===== src/rtl/stft_pkg.sv =====
// Shared constants, FSM encoding and a width helper for the STFT framer.
package stft_pkg;

   localparam int WL_DEF = 8;
   localparam int N_DEF  = 8;
   localparam int H_DEF  = 4;

   typedef enum logic [1:0] {
      FILL = 2'd0,
      WAIT = 2'd1,
      EMIT = 2'd2
   } state_t;

   function automatic int clog2(input int value);
      int res;
      int v;
      res = 0;
      v   = value - 1;
      while (v > 0) begin
         res++;
         v = v >> 1;
      end
      return res;
   endfunction

endpackage


===== src/rtl/frame_ram.sv =====
// Simple dual-port sample buffer: one write port, one registered read port.
module frame_ram
   import stft_pkg::*;
#(
   parameter int WL = WL_DEF,
   parameter int AW = clog2(2 * N_DEF)
) (
   input  logic          iCLK,
   input  logic          iWE,
   input  logic [AW-1:0] iWADDR,
   input  logic [WL-1:0] iWDATA,
   input  logic          iRE,
   input  logic [AW-1:0] iRADDR,
   output logic [WL-1:0] oRDATA
);

   logic [WL-1:0] mem [2**AW];

   // NOTE: the array and read register carry no reset so they map onto block RAM;
   // only the control state around them is reset.
   always_ff @(posedge iCLK) begin
      if (iWE) mem[iWADDR] <= iWDATA;
      if (iRE) oRDATA <= mem[iRADDR];
   end

endmodule


===== src/rtl/stft_frame_gen.sv =====
// Streaming STFT framer: buffers samples in a 2N circular RAM and emits an
// N-sample frame (oldest first) after the first fill and every H samples after.
module stft_frame_gen
   import stft_pkg::*;
#(
   parameter  int WL = WL_DEF,
   parameter  int N  = N_DEF,
   parameter  int H  = H_DEF,
   localparam int AW = clog2(2 * N)
) (
   input  logic          iCLK,
   input  logic          iRSTn,
   input  logic          iCLR,
   input  logic          iEN,
   input  logic [WL-1:0] iDATA,
   output logic          oVALID,
   output logic [WL-1:0] oDATA,
   output logic          oSOF,
   output logic          oEOF,
   output logic          oOVF
);

   localparam int CW = clog2(N) + 1;

   state_t        state, nextState;
   logic [AW-1:0] wrPtr, startAddr, rdAddr;
   logic [CW-1:0] fillCnt, hopCnt, rdCnt;
   logic          full, trigger, lastRead, rdEn;
   logic          s1Valid, s1Sof, s1Eof;
   logic [WL-1:0] ramData;

   assign full     = (fillCnt == CW'(N));
   assign trigger  = iEN && (full ? (hopCnt == CW'(H - 1)) : (fillCnt == CW'(N - 1)));
   assign lastRead = (rdCnt == CW'(N - 1));
   assign rdEn     = (state == EMIT);
   assign rdAddr   = startAddr + AW'(rdCnt);

   frame_ram #(.WL(WL), .AW(AW)) uRam (
      .iCLK   (iCLK),
      .iWE    (iEN && !iCLR),
      .iWADDR (wrPtr),
      .iWDATA (iDATA),
      .iRE    (rdEn),
      .iRADDR (rdAddr),
      .oRDATA (ramData)
   );

   // NOTE: nextState gets its default before the case so no path leaves it unassigned.
   always_comb begin
      nextState = state;
      case (state)
         FILL, WAIT: if (trigger)  nextState = EMIT;
         EMIT:       if (lastRead) nextState = WAIT;
         default:                  nextState = FILL;
      endcase
   end

   always_ff @(posedge iCLK or negedge iRSTn) begin
      if (!iRSTn) begin
         state     <= FILL;
         wrPtr     <= '0;
         startAddr <= '0;
         fillCnt   <= '0;
         hopCnt    <= '0;
         rdCnt     <= '0;
         s1Valid   <= 1'b0;
         s1Sof     <= 1'b0;
         s1Eof     <= 1'b0;
         oVALID    <= 1'b0;
         oDATA     <= '0;
         oSOF      <= 1'b0;
         oEOF      <= 1'b0;
         oOVF      <= 1'b0;
      end else if (iCLR) begin
         state     <= FILL;
         wrPtr     <= '0;
         startAddr <= '0;
         fillCnt   <= '0;
         hopCnt    <= '0;
         rdCnt     <= '0;
         s1Valid   <= 1'b0;
         s1Sof     <= 1'b0;
         s1Eof     <= 1'b0;
         oVALID    <= 1'b0;
         oDATA     <= '0;
         oSOF      <= 1'b0;
         oEOF      <= 1'b0;
         oOVF      <= 1'b0;
      end else begin
         state <= nextState;
         if (iEN) begin
            wrPtr <= wrPtr + AW'(1);
            if (!full) fillCnt <= fillCnt + CW'(1);
            else       hopCnt  <= (hopCnt == CW'(H - 1)) ? '0 : hopCnt + CW'(1);
         end
         // Oldest sample of the new frame sits N-1 slots behind the word written now.
         if (trigger && state != EMIT) startAddr <= wrPtr + AW'(1) - AW'(N);
         if (trigger && state == EMIT) oOVF <= 1'b1;
         rdCnt <= (rdEn && !lastRead) ? rdCnt + CW'(1) : '0;

         s1Valid <= rdEn;
         s1Sof   <= rdEn && (rdCnt == '0);
         s1Eof   <= rdEn && lastRead;
         oVALID  <= s1Valid;
         oSOF    <= s1Sof;
         oEOF    <= s1Eof;
         if (s1Valid) oDATA <= ramData;
      end
   end

endmodule


===== config.mk =====
export PLATFORM = sky130hd
export DESIGN_NAME = stft_frame_gen
export DESIGN_NICKNAME = d
export VERILOG_FILES = /design/src/rtl/stft_pkg.sv /design/src/rtl/frame_ram.sv /design/src/rtl/stft_frame_gen.sv
export SDC_FILE = /design/constraint.sdc
export NUM_CORES = 1
export LEC_CHECK = 0
export ABC_AREA = 0
export BUFFER_PORTS_ARGS = -buffer_cell sky130_fd_sc_hd__buf_4
export CELL_PAD_IN_SITES_DETAIL_PLACEMENT = 2
export CELL_PAD_IN_SITES_GLOBAL_PLACEMENT = 2
export CORE_ASPECT_RATIO = 0.9
export CORE_MARGIN = 2
export CORE_UTILIZATION = 49
export CTS_BUF_LIST = sky130_fd_sc_hd__clkbuf_4 sky130_fd_sc_hd__clkbuf_8
export DETAILED_ROUTE_END_ITERATION = 10
export PLACE_DENSITY_LB_ADDON = 0.1
export SETUP_SLACK_MARGIN = 0.3
export SLEW_MARGIN = 5
export SYNTH_ARGS = -nofsm -noshare
export SYNTH_HDL_FRONTEND = slang
export SYNTH_SLANG_ARGS = --single-unit
export TNS_END_PERCENT = 30

===== constraint.sdc =====
create_clock -name iCLK -period 2.8 [get_ports iCLK]
set_input_delay 0.14 -clock iCLK [delete_from_list [all_inputs] [get_ports iCLK]]
set_output_delay 0.14 -clock iCLK [all_outputs]
set_load 0.01 [all_outputs]

* Word-level counts from Yosys, hierarchy flattened
Memory sizes are Yosys's and may differ from the RTL's. A register that Yosys moved wholly into a read port is not among the register bits. Index checks and enable logic that the tools add are counted. Widths: inputs -> output; s select.
Cells by class: muxes and demuxes 30, reduce and logical (&&, ||, !) cells 20, add/sub/neg operators 6, eq/ne operators 10
Operator list (number):
- $mux 4 | 13
- $add 4x1->4 const B | 4
- $mux 8 | 2
- $mux 1 | 11
- $reduce_bool 2->1 | 5
- $eq 4x3->1 const B | 2
- $logic_and 1x1->1 | 7
- $mux 2 | 3
- $ne 3x3->1 const B | 2
- $reduce_and 2->1 | 3
- $add 4x4->4 | 1
- $eq 4x2->1 const B | 1
- $eq 4x4->1 const B | 1
- $logic_not 4->1 | 1
- $ne 2x2->1 const B | 2
- $pmux 2 s2 | 1
- $sub 4x4->4 const B | 1
- $eq 2x1->1 const B | 1
- $eq 2x2->1 const B | 1
- $logic_not 1->1 | 2
- $logic_not 2->1 | 1
- $reduce_or 2->1 | 1
Storage, ports and cells: output and inout bits 12, memories kept 1, logic and storage cells 81, RAM bits 128, bits of input ports 12, register bits after elaboration 37
Memory list:
- uRam.mem | depth 16, width 8, read ports 1, clocked after Yosys merged registers in 1, write ports 1, RTL line frame_ram.sv:17 | logic [WL-1:0] mem [2**AW];

* Depth between registers and ports, before layout
depth in word-level cells 6, mapped depth 7, gate-level depth less buffers 6

* Modules after synthesis
Synthesis repeated with hierarchy kept, for this count alone.
Unflattened totals: cell total of the unflattened synthesis 390, area total of the unflattened synthesis 6996.7 sq um
By module, submodules not included:
- frame_ram | sequential area each 4083.9 sq um, area an instance 5227.5 sq um, cells each 229, instances 1
- stft_frame_gen | sequential area each 925.9 sq um, area an instance 1769.2 sq um, cells each 161, instances 1

* Worst setup path after synthesis
Ideal clock, no wire load.
path type register -> register, start register rdCnt[0], end register uRam.oRDATA[1], read port of uRam.mem (data pin), required time 2537 ps, path slack 513 ps, period minus slack after synthesis 2287 ps, arrival 2024 ps, path buffers 2, library setup time 263 ps, cell stages (with the launch flop) 8, cell sequence dfrtp_1 -> ha_1 -> fa_1 -> buf_2 -> buf_2 -> mux4_2 -> o211ai_1 -> nand3_1
Between the ends: cells in the longest elaborated chain, start to end 1
Ends and longest elaborated chain:
- start: declaration | RTL line stft_frame_gen.sv:27 | logic [CW-1:0] fillCnt, hopCnt, rdCnt;
- start signal: assignment | RTL line stft_frame_gen.sv:99 | rdCnt <= (rdEn && !lastRead) ? rdCnt + CW'(1) : '0;
- $add 4x4->4 | RTL line stft_frame_gen.sv:36 | assign rdAddr = startAddr + AW'(rdCnt);
- end: declaration | RTL line frame_ram.sv:14 | output logic [WL-1:0] oRDATA
Every way passes these cells. A chain may end at the register's enable or synchronous reset.

* Worst setup path after layout
start register rdCnt[0], end register uRam.oRDATA[0], read port of uRam.mem (data pin)
The elaborated chain is that of the path after synthesis.

==> summary.txt <==
Outcome
  • Status: completed

Drt
  • Initial drt markers: 247
  • Wirelength per Cell: between 20 and 30 um
  • Vias after detailed routing: 4175
  • First-pass DRT Iterations: 5
  • Post-DR vias/cell: 6.04
  • Post-Route WL: 20200 um
  • Final antenna-violating net count: 0
  • Drt drc: 0

Global routing
  • GRT Util Overall: 0.274
  • Initial antenna violation count: 0
  • Vias in the first global route: 4620
  • Remaining Overflow, GRT: 0
  • Largest net degree at the start of global routing: a little over 40
  • First-pass GRT wire length: between 30000 and 40000 um

Synth
  • Synthesized area: 7220 um^2
  • Post-synth top area share: 0.566
  • Synth Area per Inst: 16.8 um^2
  • Synth warn: 0
  • Post-synth EDFFs: 136
  • Post-Syn Nets: 456
  • Yosys reg bits: 173
  • Syn Inst Count: 431
  • Fraction of registers with async set/reset: 0.214
  • Top cell type by total area after synthesis: edfxtp_1
  • Synth area leaders: edfxtp_1 (57%), dfrtp_1 (13%), mux4_1 (7.6%)
  • Sequential share of the synthesized area: 0.694
  • Ys flop type: edfxtp_1
  • Synth cell types: between 40 and 50

Critical path
  • Critical path data required time: 2990 ps
  • Startpoint types: register
  • Critical path capture point type: register
  • Worst-path fanout max: 32
  • Reg2reg path depth: 7
  • Critical path arrival: 2590 ps
  • WS Path Type: reg -> reg

Final layout
  • Fraction of layout cells with a size suffix above 1: 0.193
  • Synth-to-layout area growth: 13.1%
  • Antenna diode count: 0
  • # nets final: between 500 and 600

Timing
  • Final min period: 2400 ps
  • Hold slack: 33.8 ps
  • FMAX: 417 MHz
  • Relative slew slack: 0.633
  • Setup WS post-layout: 402 ps
  • Worst slew pin tran: 550 ps
  • Setup_tns: 0 ps
  • Post-Route Skew: 11.6 ps
  • RSZ-0062 raised after global routing: no
  • Max Slew Vio Count: 0
  • Crit share post-route: 0.856
  • Final Setup Violations: 0
  • Final Hold Fails: 0

Clock tree
  • Postcts setup bufs: 0
  • CTS root buffer: clkbuf_8
  • CTS resizes: 0
  • Num CTS Buffers: 17
  • Clock transition at path regs: 100 ps
  • Hold Buf Count CTS: 7
  • CTS tree: built
  • Number of H-tree levels: 4
  • Skew-Pair Late Insertion Delay: approximately 460 ps
  • CTS Sinks: 173
  • Clock tree buffer depth: 2

Flow run
  • Max-cap violation count: 0

Placed design
  • Post-DP HPWL: 12500 um
  • Placer Congestion: 0.730
  • Dpl ws: roughly 440 ps
  • Port Buffer Count: 23

Power
  • Power Density: 578 nW/um^2
  • Comb pwr share: 0.033
  • Seq pwr share: 0.594
  • Clock power frac: 0.373
  • Psw: 1.14 mW
  • P_leak: just under 3 nW
  • Peak supply drop: 343 uV
  • Power Internal: 3.58 mW
  • Switching share of power: 0.242

Floorplanning
  • Core Area: ~15000 um^2
  • Rows: 42
  • Chip width: roughly 130 um
  • Die height: 119 um
  • Initial Util: 0.496
  • Die area: ~16000 um^2
  • I/O pin cnt: 24

Worst hold path
  • Hold Path Class: in -> reg
  • Hold path depth: 1
[power groups by stage]
stage,Clock (mW),Combinational [mW],Sequential [mW]
2_1_floorplan,0,0.0638,2.86
3_3_place_gp,0,0.133,2.86
3_5_place_dp,0,0.147,2.86
4_1_cts,1.80,0.158,2.80
5_1_grt,1.89,0.172,2.80
6_report,1.76,0.156,2.80
[path summary, 6_finish.rpt]
kind / start / to / slack [ps]
setup / recovery: rdCnt[0] / uRam.oRDATA[0] / 400
hold reg to reg: s1Sof / oSOF / 480
hold / removal: iDATA[6] / uRam.mem[13][6] / 30
setup reg to reg: rdCnt[0] / uRam.oRDATA[0] / 400
max in group asynchronous: iRSTn / rdCnt[3] / 2250
min in group asynchronous: iRSTn / wrPtr[0] / 190
[kinds of logic (layout without fill, tap and decap cells)]
family,Yosys count,in the layout,synth area share
AO/OA/AOI/OAI,43,43,0.0416
XOR/XNOR,13,13,0.0179
adder cells (fa/ha/maj),13,13,0.0236
buffers and inverters,31,93,0.0229
flip-flops,173,173,0.694
multiplexers,41,41,0.123
AND/OR/NAND/NOR,117,117,0.0770
[synth_stat cells, types with 7 or more instances]
master    number
edfxtp_1     136
dfrtp_1       37
nor2_1        33
nand2_1       32
mux4_1        21
nand3_1       18
o211ai_1      16
ha_1          12
a21oi_1       11
mux4_2        11
nor3_1        10
mux2i_1        9
a211o_1        8
buf_2          8
inv_1          8
xor2_1         8
clkbuf_1       7
[critical path, cell delays in order (launching register included)]
cell and delay (ps):
dfrtp_1 430, ha_2 220, fa_1 540, buf_12 230
mux4_1 360, nand2_1 100, a211o_1 120, nand3_1 110
[registers in the layout, indices dropped and copies added (netlist names), 2 cells and up]
| signal | flops |
|---|---|
| oDATA | 8 |
| wrPtr | 4 |
| fillCnt | 4 |
| uRam.oRDATA | 8 |
| rdCnt | 4 |
| uRam.mem | 128 |
| startAddr | 4 |
| state | 2 |
| hopCnt | 4 |
[metal layers]
metal | vias up | wire length [um] | GRT usage
met3 | 41 | 1190 | 0.0745
met1 | 2222 | 8190 | 0.346
met4 | 0 | 595 | 0.107
met2 | 137 | 10200 | 0.456
li1 | 1775 | - | -
met5 | - | 0 | 0
[final cells by class]
cell class	instances	area, um^2
inverter	8	30.0
sequential	173	5010
clock inverter	15	155
multi-input combinational	227	2050
timing repair buffer	53	440
clock buffer	17	234
fill	1283	6390
tap	198	248
[metrics by stage]
| step | util | area, um^2 | power, mW | instances |
|---|---|---|---|---|
| 2_1_floorplan | - | 7220 | 2.92 | 431 |
| 3_3_place_gp | 0.530 | 7710 | 2.99 | 652 |
| 3_5_place_dp | 0.530 | 7710 | 3.01 | 652 |
| 4_1_cts | 0.561 | 8170 | 4.77 | 691 |
| 5_1_grt | 0.561 | 8170 | 4.86 | 691 |
| 6_report | 0.561 | 8170 | 4.72 | 691 |
[layout by cell type (no fill, tap or decap), drive strengths merged, types with 2 or more instances in the layout]
master,instances
edfxtp,136
buf,46
dfrtp,37
nor2,33
nand2,32
mux4,32
nand3,18
clkbuf,17
o211ai,16
inv,16
ha,12
a21oi,11
nor3,10
mux2i,9
xor2,9
a211o,8
dlygate4sd3,7
clkinv,5
nand2b,4
nor2b,4
xnor2,4
nand3b,3
o21ai,3
nand4,3
and3,2
nand4b,2
(Power assumes the default switching activity.)
